**src/rtl/shadow_ctl_if.sv**
```systemverilog
// rtl/shadow_ctl_if.sv - CPU bus, slow RAM port and status bundle for shadow_ctl
interface shadow_ctl_if #(
    parameter int LW = 3
);
    logic          slow_ce;
    logic [6:0]    shadow;
    logic          cpu_valid;
    logic          cpu_we;
    logic [7:0]    cpu_bank;
    logic [15:0]   cpu_addr;
    logic [7:0]    cpu_dout;
    logic          cpu_stall;
    logic          sr_ce;
    logic          sr_we;
    logic [16:0]   sr_addr;
    logic [7:0]    sr_din;
    logic          busy;
    logic [LW-1:0] fifo_level;

    modport master (
        output slow_ce, shadow, cpu_valid, cpu_we, cpu_bank, cpu_addr, cpu_dout,
        input  cpu_stall, sr_ce, sr_we, sr_addr, sr_din, busy, fifo_level
    );

    modport slave (
        input  slow_ce, shadow, cpu_valid, cpu_we, cpu_bank, cpu_addr, cpu_dout,
        output cpu_stall, sr_ce, sr_we, sr_addr, sr_din, busy, fifo_level
    );
endinterface

```
**src/rtl/shadow_ctl.sv**
```systemverilog
// rtl/shadow_ctl.sv - queues shadowed video writes and arbitrates slow RAM slots
module shadow_ctl #(
    parameter int DEPTH = 4,
    parameter int LW    = 3
) (
    input  logic         clk_sys,
    input  logic         reset_n,
    shadow_ctl_if.slave  bus
);
    localparam int PW = LW - 1;

    if (LW != $clog2(DEPTH) + 1) begin : g_bad_lw
        $error("shadow_ctl: LW must equal log2(DEPTH)+1");
    end

    logic [PW-1:0] wr_ptr_q, wr_ptr_d;
    logic [PW-1:0] rd_ptr_q, rd_ptr_d;
    logic [LW-1:0] level_q, level_d;
    logic          busy_q, busy_d;
    logic [24:0]   mem_q [DEPTH];

    logic bank0, bank1, in_txt1, in_txt2, in_hgr1, in_hgr2, in_shr;
    logic hit, push_req, direct, empty, full, drain, grant, stall_raw, push, pop;
    logic [24:0] head;

    // bit 6 of SHADOW (I/O/LC inhibit) has no bearing on video shadowing
    logic unused_shadow;
    assign unused_shadow = bus.shadow[6];

    assign bank0   = (bus.cpu_bank == 8'h00);
    assign bank1   = (bus.cpu_bank == 8'h01);
    assign in_txt1 = (bus.cpu_addr[15:10] == 6'b000001);
    assign in_txt2 = (bus.cpu_addr[15:10] == 6'b000010);
    assign in_hgr1 = (bus.cpu_addr[15:13] == 3'b001);
    assign in_hgr2 = (bus.cpu_addr[15:13] == 3'b010);
    assign in_shr  = (bus.cpu_addr >= 16'h2000) && (bus.cpu_addr <= 16'h9FFF);

    assign hit = bus.cpu_we && (bank0 || bank1) &&
                 ((in_txt1 && !bus.shadow[0]) ||
                  (in_txt2 && !bus.shadow[5]) ||
                  (in_hgr1 && !(bus.shadow[1] || (bank1 && bus.shadow[4]))) ||
                  (in_hgr2 && !(bus.shadow[2] || (bank1 && bus.shadow[4]))) ||
                  (bank1 && in_shr && !bus.shadow[3]));

    assign push_req = bus.cpu_valid && hit;
    assign direct   = bus.cpu_valid && (bus.cpu_bank[7:1] == 7'b1110000);
    assign empty    = (level_q == '0);
    assign full     = (level_q == LW'(DEPTH));
    assign head     = mem_q[rd_ptr_q];

    // Drain wins the slot so a direct access sees every older shadow write.
    assign drain     = reset_n && bus.slow_ce && !empty;
    assign grant     = reset_n && direct && empty && bus.slow_ce;
    assign stall_raw = (push_req && full && !drain) || (direct && !grant);
    assign push      = reset_n && push_req && !stall_raw;
    assign pop       = drain;

    always_comb begin
        bus.cpu_stall = reset_n && stall_raw;
        bus.sr_ce     = 1'b0;
        bus.sr_we     = 1'b0;
        bus.sr_addr   = '0;
        bus.sr_din    = '0;
        if (drain) begin
            bus.sr_ce   = 1'b1;
            bus.sr_we   = 1'b1;
            bus.sr_addr = head[24:8];
            bus.sr_din  = head[7:0];
        end else if (grant) begin
            bus.sr_ce   = 1'b1;
            bus.sr_we   = bus.cpu_we;
            bus.sr_addr = {bus.cpu_bank[0], bus.cpu_addr};
            bus.sr_din  = bus.cpu_dout;
        end
    end

    always_comb begin
        wr_ptr_d = push ? wr_ptr_q + PW'(1) : wr_ptr_q;
        rd_ptr_d = pop  ? rd_ptr_q + PW'(1) : rd_ptr_q;
        level_d  = level_q;
        if (push && !pop) begin
            level_d = level_q + LW'(1);
        end else if (pop && !push) begin
            level_d = level_q - LW'(1);
        end
        busy_d = (level_d != '0);
    end

    always_ff @(posedge clk_sys or negedge reset_n) begin
        if (!reset_n) begin
            wr_ptr_q <= '0;
            rd_ptr_q <= '0;
            level_q  <= '0;
            busy_q   <= 1'b0;
        end else begin
            wr_ptr_q <= wr_ptr_d;
            rd_ptr_q <= rd_ptr_d;
            level_q  <= level_d;
            busy_q   <= busy_d;
        end
    end

    always_ff @(posedge clk_sys) begin
        if (push) begin
            mem_q[wr_ptr_q] <= {bus.cpu_bank[0], bus.cpu_addr, bus.cpu_dout};
        end
    end

    assign bus.busy       = busy_q;
    assign bus.fifo_level = level_q;

    always @(posedge clk_sys) begin
        if (reset_n) begin
            assert (!(push && !pop && full));
            assert (!(pop && empty));
        end
    end
endmodule
```
**src/flat_wrapper.sv**
```systemverilog
// flat-port wrapper written by rule: the top's interface ports become plain ports
module shadow_ctl_flat 
#(
    parameter int DEPTH = 4,
    parameter int LW    = 3
)
  (clk_sys, reset_n, bus_slow_ce, bus_shadow, bus_cpu_valid, bus_cpu_we, bus_cpu_bank, bus_cpu_addr, bus_cpu_dout, bus_cpu_stall, bus_sr_ce, bus_sr_we, bus_sr_addr, bus_sr_din, bus_busy, bus_fifo_level);
  shadow_ctl_if #(.LW(LW)) bus_i ();
  input  logic clk_sys;
  input  logic reset_n;
  input wire logic [$bits(bus_i.slow_ce)-1:0] bus_slow_ce;
  input wire logic [$bits(bus_i.shadow)-1:0] bus_shadow;
  input wire logic [$bits(bus_i.cpu_valid)-1:0] bus_cpu_valid;
  input wire logic [$bits(bus_i.cpu_we)-1:0] bus_cpu_we;
  input wire logic [$bits(bus_i.cpu_bank)-1:0] bus_cpu_bank;
  input wire logic [$bits(bus_i.cpu_addr)-1:0] bus_cpu_addr;
  input wire logic [$bits(bus_i.cpu_dout)-1:0] bus_cpu_dout;
  output wire logic [$bits(bus_i.cpu_stall)-1:0] bus_cpu_stall;
  output wire logic [$bits(bus_i.sr_ce)-1:0] bus_sr_ce;
  output wire logic [$bits(bus_i.sr_we)-1:0] bus_sr_we;
  output wire logic [$bits(bus_i.sr_addr)-1:0] bus_sr_addr;
  output wire logic [$bits(bus_i.sr_din)-1:0] bus_sr_din;
  output wire logic [$bits(bus_i.busy)-1:0] bus_busy;
  output wire logic [$bits(bus_i.fifo_level)-1:0] bus_fifo_level;
  assign bus_i.slow_ce = bus_slow_ce;
  assign bus_i.shadow = bus_shadow;
  assign bus_i.cpu_valid = bus_cpu_valid;
  assign bus_i.cpu_we = bus_cpu_we;
  assign bus_i.cpu_bank = bus_cpu_bank;
  assign bus_i.cpu_addr = bus_cpu_addr;
  assign bus_i.cpu_dout = bus_cpu_dout;
  assign bus_cpu_stall = bus_i.cpu_stall;
  assign bus_sr_ce = bus_i.sr_ce;
  assign bus_sr_we = bus_i.sr_we;
  assign bus_sr_addr = bus_i.sr_addr;
  assign bus_sr_din = bus_i.sr_din;
  assign bus_busy = bus_i.busy;
  assign bus_fifo_level = bus_i.fifo_level;
  shadow_ctl #(.DEPTH(DEPTH), .LW(LW)) u_core (.clk_sys(clk_sys), .reset_n(reset_n), .bus(bus_i));
endmodule
```
**config.mk**
```make
export PLATFORM = sky130hd
export DESIGN_NAME = shadow_ctl_flat
export DESIGN_NICKNAME = d
export VERILOG_FILES = /design/src/rtl/shadow_ctl_if.sv /design/src/rtl/shadow_ctl.sv /design/src/flat_wrapper.sv
export SDC_FILE = /design/constraint.sdc
export NUM_CORES = 1
export LEC_CHECK = 0
export CORE_MARGIN = 2
export CORE_UTILIZATION = 40
export CTS_CLUSTER_DIAMETER = 30
export DETAILED_ROUTE_END_ITERATION = 16
export GPL_ROUTABILITY_DRIVEN = 1
export SKIP_LAST_GASP = 1
export SYNTH_ARGS = -nofsm -noshare
export SYNTH_HDL_FRONTEND = slang
export SYNTH_SLANG_ARGS = --single-unit
export TNS_END_PERCENT = 10
```
**constraint.sdc**
```tcl
create_clock -name clk_sys -period 8.7 [get_ports clk_sys]
set_clock_uncertainty 0.05 [all_clocks]
set_input_delay 1.74 -clock clk_sys [delete_from_list [all_inputs] [get_ports clk_sys]]
set_output_delay 1.74 -clock clk_sys [all_outputs]
set_load 0.02 [all_outputs]
```
After elaboration in Yosys (flattened, before gate mapping)
Memories as Yosys holds them, arrays and structs flattened.
Cells that the tools add are included.
Operators by class
  equal/unequal tests: 7
  reduce and logical (&&, ||, !) cells: 46
  multiplexer cells: 12
  add/sub/neg operators: 4
  $lt $le $gt $ge: 2
Operators with widths (number)
  2-to-1 mux 17 bit: 2
  logical AND 1 bit: 25
  >= comparator 16 x 14 -> 1 bit (second input constant): 1
  less-or-equal comparator 16 bit (second input constant): 1
  2-to-1 mux 8 bit: 2
  logical NOT 1 bit: 10
  == test 8 x 1 -> 1 bit (second input constant): 1
  logical NOT 8 bit: 1
  logical OR 1 bit: 8
  == test 7 bit (second input constant): 1
  == test 6 x 1 -> 1 bit (second input constant): 1
  == test 6 x 2 -> 1 bit (second input constant): 1
  2-to-1 mux 1 bit: 6
  2-to-1 mux 3 bit: 2
  adder 2 x 1 -> 2 bit (second input constant): 2
  adder 3 x 1 -> 3 bit (second input constant): 1
  == test 3 x 1 -> 1 bit (second input constant): 1
  == test 3 x 2 -> 1 bit (second input constant): 1
  == test 3 bit (second input constant): 1
  logical NOT 3 bit: 1
  nonzero test 3 bit: 1
  subtractor 3 x 1 -> 3 bit (second input constant): 1
Storage, ports and cells
  memories: 1
  word-level logic and storage cells: 76
  memory bits (writable): 100
  output and inout bits: 32
  bits of input ports: 44
  flip-flop bits (word level): 8
Memories
  u_core.mem_q: depth 4, bits a word 25, read ports 1, clocked after Yosys merged registers in 0, write ports 1, line shadow_ctl.sv:20  | logic [24:0] mem_q [DEPTH];

Depth between registers and ports, before layout
  word-level depth: 20
  depth in mapped cells: 9
  mapped depth without buffers: 8

Least setup slack after synthesis
Ideal clock, no wire load.
  path kind: input port to output port
  from: input port bus_cpu_bank[1]
  to: output port bus_sr_addr[10]
  slack: 3411 ps
  cell stages on the path: 5
  data arrival time: 3499 ps
  buffers on the path: 1
  data required time: 6910 ps
  cells stage by stage: nor4b_1 nand4_1 nor3_1 clkbuf_1 a22o_1
On the way
  cells in the longest elaborated chain, start to end: 7
RTL lines
  start: declaration: line flat_wrapper.sv:15  | input wire logic [$bits(bus_i.cpu_bank)-1:0] bus_cpu_bank;
  == test 7 bit: line shadow_ctl.sv:46  | assign direct = bus.cpu_valid && (bus.cpu_bank[7:1] == 7'b1110000);
  logical AND 1 bit: line shadow_ctl.sv:46
  logical AND 1 bit (3 in series): line shadow_ctl.sv:53  | assign grant = reset_n && direct && empty && bus.slow_ce;
  2-to-1 mux 17 bit: line shadow_ctl.sv:69  | end else if (grant) begin
  2-to-1 mux 17 bit: line shadow_ctl.sv:64  | if (drain) begin
  end: declaration: line flat_wrapper.sv:21  | output wire logic [$bits(bus_i.sr_addr)-1:0] bus_sr_addr;
Every way passes these cells.

Final worst setup path
  from: input port reset_n
  to: output port bus_sr_addr[14]
On the way
  cells in the longest elaborated chain, start to end: 5
  elaborated cells between the ends (all ways): 7
  those cells by class: 2 x mux; 5 x reduce/logical
RTL lines
  start: declaration: line flat_wrapper.sv:10  | input logic reset_n;
  logical AND 1 bit (3 in series): line shadow_ctl.sv:53
  2-to-1 mux 17 bit: line shadow_ctl.sv:69
  2-to-1 mux 17 bit *: line shadow_ctl.sv:64
Every way passes the cells marked *; elsewhere a longest branch is shown, timed or not.

==> summary.md <==
| Metric | Value |
|---|---|
| Outcome | finished clean |
| Vias | 2469 |
| HP Class | reg -> reg |
| Sw Share | 26.8% |
| Hold Buf Count CTS | 0 |
| IO Port Bufs | 74 |
| R2r endpoint | u_core.mem_q[0][1] |
| Leakage | 0.00191 uW |
| Sequential area share after synthesis | 70.7% |
| Register bit total from synthesis | 108 |
| Width of the die | between 100 and 150 um |
| CTS Sinks | 108 |
| Cell area after synthesis | 0.00453 mm^2 |
| Post-CTS Resized | 0 |
| Final Critical Period | ~6300 ps |
| Leading area contributor after synthesis | edfxtp_1 |
| Total grt overflow | 0 |
| Slew Viols, Final | 0 |
| Final Setup Violations | 0 |
| Setup TNS | 0 ps |
| I/O pin total | 76 |
| Std cell rows | 38 |
| Final period util | 71.8% |
| ANT nets after route | 0 |
| Sequential Power Share | 44.9% |
| Max cap viols | 0 |
| Fin util | a little over half |
| First-pass GRT wire length | 14100 um |
| Initial Utilization | roughly two fifths |
| Worst reg-to-reg setup slack | 5770 ps |
| Share of the synthesized area in the top cell type | 66.3% |
| Worst Setup Start Kind | input pin |
| Die area | 0.0122 mm^2 |
| Vias in the first global route | 2549 |
| Layout area overhead | 27.1% |
| Area of the core | between 0.01 and 0.015 mm^2 |
| Worst Tran Pin Value | 949 ps |
| DRC Markers | 0 |
| CP endpoint | bus_sr_addr[14] |
| CTS Buffer Depth | 2 |
| # diodes | 0 |
| Clock Power Share | 30.4% |
| Max-slew headroom | about 37% |
| DR WL/cell | ~19 um |
| Post-CTS setup repair buffer count | 0 |
| Comb pwr share | 24.7% |
| Area contributors post-synth | edfxtp_1, mux4_2, a22o_1, dfrtp_1, ha_1 |
| Int Pwr | ~1000 uW |
| CP Capture Type | primary output |
| Largest net degree at the start of global routing | 28 |
| TritonCTS clock tree | done |
| Mean Syn Cell Area | 19.2 um^2 |
| Worst Path Required | 6910 ps |
| Tot GR Track Use | about 15% |
| Layout filler cell count | ~900 |
| Share of layout cells above drive strength 1 | 17.8% |
| Worst setup path start | reset_n |
| TritonCTS Buffers | 9 |
| Worst r2r path cells | 7 |
| Initial antenna violation count | 0 |
| Reg clk slew, reported paths | 60 ps |
| Placer Congestion | 0.684 |
| NetSw | ~380 uW |
| Critical path arrival | 4460 ps |
| Yosys warns | 0 |
| Skew-Pair Late Insertion Delay | 340 ps |
| Final HPWL DP | 5510 um |
| CP max FO | 15 |
| Kind of critical path | in -> out |
| Fmax | 0.160 GHz |
| Cell Pwr Density | between 200 and 250 mW/mm^2 |
| CTS H-tree lvls | 3 |
| Number of distinct library cells after synthesis | 39 |
| Unrepaired setup endpoints after global routing | no |
| Initial DRC count | 140 |
| Total wire length | a little under 9000 um |
| Syn_nets | 287 |
| Final hold vios | 0 |
| Reg2reg start | u_core.bus.fifo_level[0] |
| DR pass1 iterations | 4 |
| Fin nets | 366 |
| Vias per inst | 5.37 |
| Max VDD drop | 0.000128 V |
| Syn Inst Count | about 240 |
| CTS root buffer | clkbuf_16 |
| Die Y-Extent | between 100 and 150 um |
critical path: stages:
cell,delay (ps)
clkdlybuf4s50_1,790
nand2_1,200
nor2_2,540
buf_4,370
a22o_1,190
clkdlybuf4s50_1,610
cell usage after synthesis:
| library cell | number |
|---|---|
| edfxtp_1 | 100 |
| a2111oi_2 | 1 |
| ha_1 | 7 |
| nor4_4 | 1 |
| nor4b_1 | 1 |
| xnor2_1 | 4 |
| or3_1 | 1 |
| mux2i_1 | 1 |
| inv_1 | 5 |
| nand2_1 | 9 |
| nand4_1 | 2 |
| nor2_1 | 3 |
| xnor2_4 | 1 |
| a22o_1 | 24 |
| mux4_2 | 25 |
| nand2b_1 | 1 |
| and3_1 | 1 |
| o21ai_0 | 2 |
| a222oi_1 | 1 |
| nor4_1 | 1 |
| clkbuf_1 | 8 |
| nor2b_1 | 2 |
| or3b_1 | 2 |
| a22o_2 | 1 |
| o211ai_1 | 1 |
| o31a_2 | 1 |
| nor3b_1 | 1 |
| a21oi_1 | 2 |
| a21o_1 | 1 |
| dfrtp_1 | 8 |
| nor3_1 | 4 |
| or3_2 | 1 |
| xor2_1 | 1 |
| nand3_1 | 3 |
| o22a_1 | 1 |
| and2_2 | 4 |
| buf_6 | 1 |
| buf_1 | 2 |
| o21a_1 | 1 |
sequential cells by signal, indices dropped and copies added (netlist names):
register and flops:
u_core.bus.busy 1, u_core.bus.fifo_level 3, u_core.mem_q 100, u_core.rd_ptr_q 2, u_core.wr_ptr_q 2
stage by stage:
stage	cells	power [uW]	hold slack, ps	setup slack (ps)	instance area, um^2
2_1_floorplan	236	867	530	3410	4530
4_1_cts	460	1440	537	2370	5760
3_5_place_dp	444	1010	526	2390	5450
6_report	460	1420	535	2450	5760
5_1_grt	460	1490	591	2200	5760
3_3_place_gp	444	1010	523	2380	5450
metal layers:
metal,global-route usage (%),up-vias,routed length [um]
li1,-,1138,-
met1,20.9,1260,4230
met2,23.6,63,4140
met3,4.56,8,410
met4,4.50,0,104
met5,0,-,0
how the worst min path moves through the flow:
stage	startpoint	end	slack (ps)	cells after the start
global route	u_core.bus.fifo_level[2]	u_core.bus.fifo_level[2]	590	1
detailed placement	u_core.bus.fifo_level[2]	u_core.bus.fifo_level[2]	530	1
floorplan	u_core.wr_ptr_q[1]	u_core.wr_ptr_q[1]	530	2
global placement	u_core.bus.fifo_level[2]	u_core.bus.fifo_level[2]	520	1
CTS	u_core.bus.fifo_level[2]	u_core.bus.fifo_level[2]	540	1
finish	u_core.bus.fifo_level[2]	u_core.bus.fifo_level[2]	530	1
final cells by class:
cell class	count	area (um^2)	area share, %
timing repair buffer	79	778	13.5
inverter	5	18.8	0.326
clock inverter	6	86.3	1.50
clock buffer	10	229	3.97
multi-input combinational	112	1270	22.0
tap	140	175	3.04
sequential	108	3200	55.6
power by group through the flow:
stage | clock network (uW) | logic (uW) | registers, uW
after CTS | 439 | 355 | 643
after detailed placement | 0 | 353 | 655
after floorplan | 0 | 258 | 610
final | 432 | 351 | 638
after global placement | 0 | 354 | 654
after global routing | 462 | 375 | 650
cells in the final DEF (no fill, tap or decap), drive strengths merged, types with 2 or more instances in the layout:
cell type | netlist | layout
edfxtp | 100 | 100
clkdlybuf4s50 | 0 | 74
mux4 | 25 | 25
a22o | 25 | 25
clkbuf | 8 | 10
nand2 | 9 | 9
dfrtp | 8 | 8
ha | 7 | 7
inv | 5 | 7
buf | 3 | 5
xnor2 | 5 | 5
and2 | 4 | 4
nor3 | 4 | 4
nand3 | 3 | 3
nor2 | 3 | 3
nor2b | 2 | 2
nand4 | 2 | 2
o21ai | 2 | 2
or3b | 2 | 2
a21oi | 2 | 2
bufinv | 0 | 2
nor4 | 2 | 2
or3 | 2 | 2
clkinv | 0 | 2
logic make-up (layout without fill, tap and decap cells):
family / after synthesis / count (layout) / share of synthesized area, %
DFF: 108 / 108 / 70.7
and+or+nand+nor: 37 / 37 / 4.91
AOI/OAI and AO/OA: 36 / 36 / 6.76
muxes: 26 / 26 / 12.6
buffers and inverters: 16 / 100 / 1.49
adders and majority gates: 7 / 7 / 1.93
xor gates and xnor gates: 6 / 6 / 1.57
(Power assumes the default switching activity.)
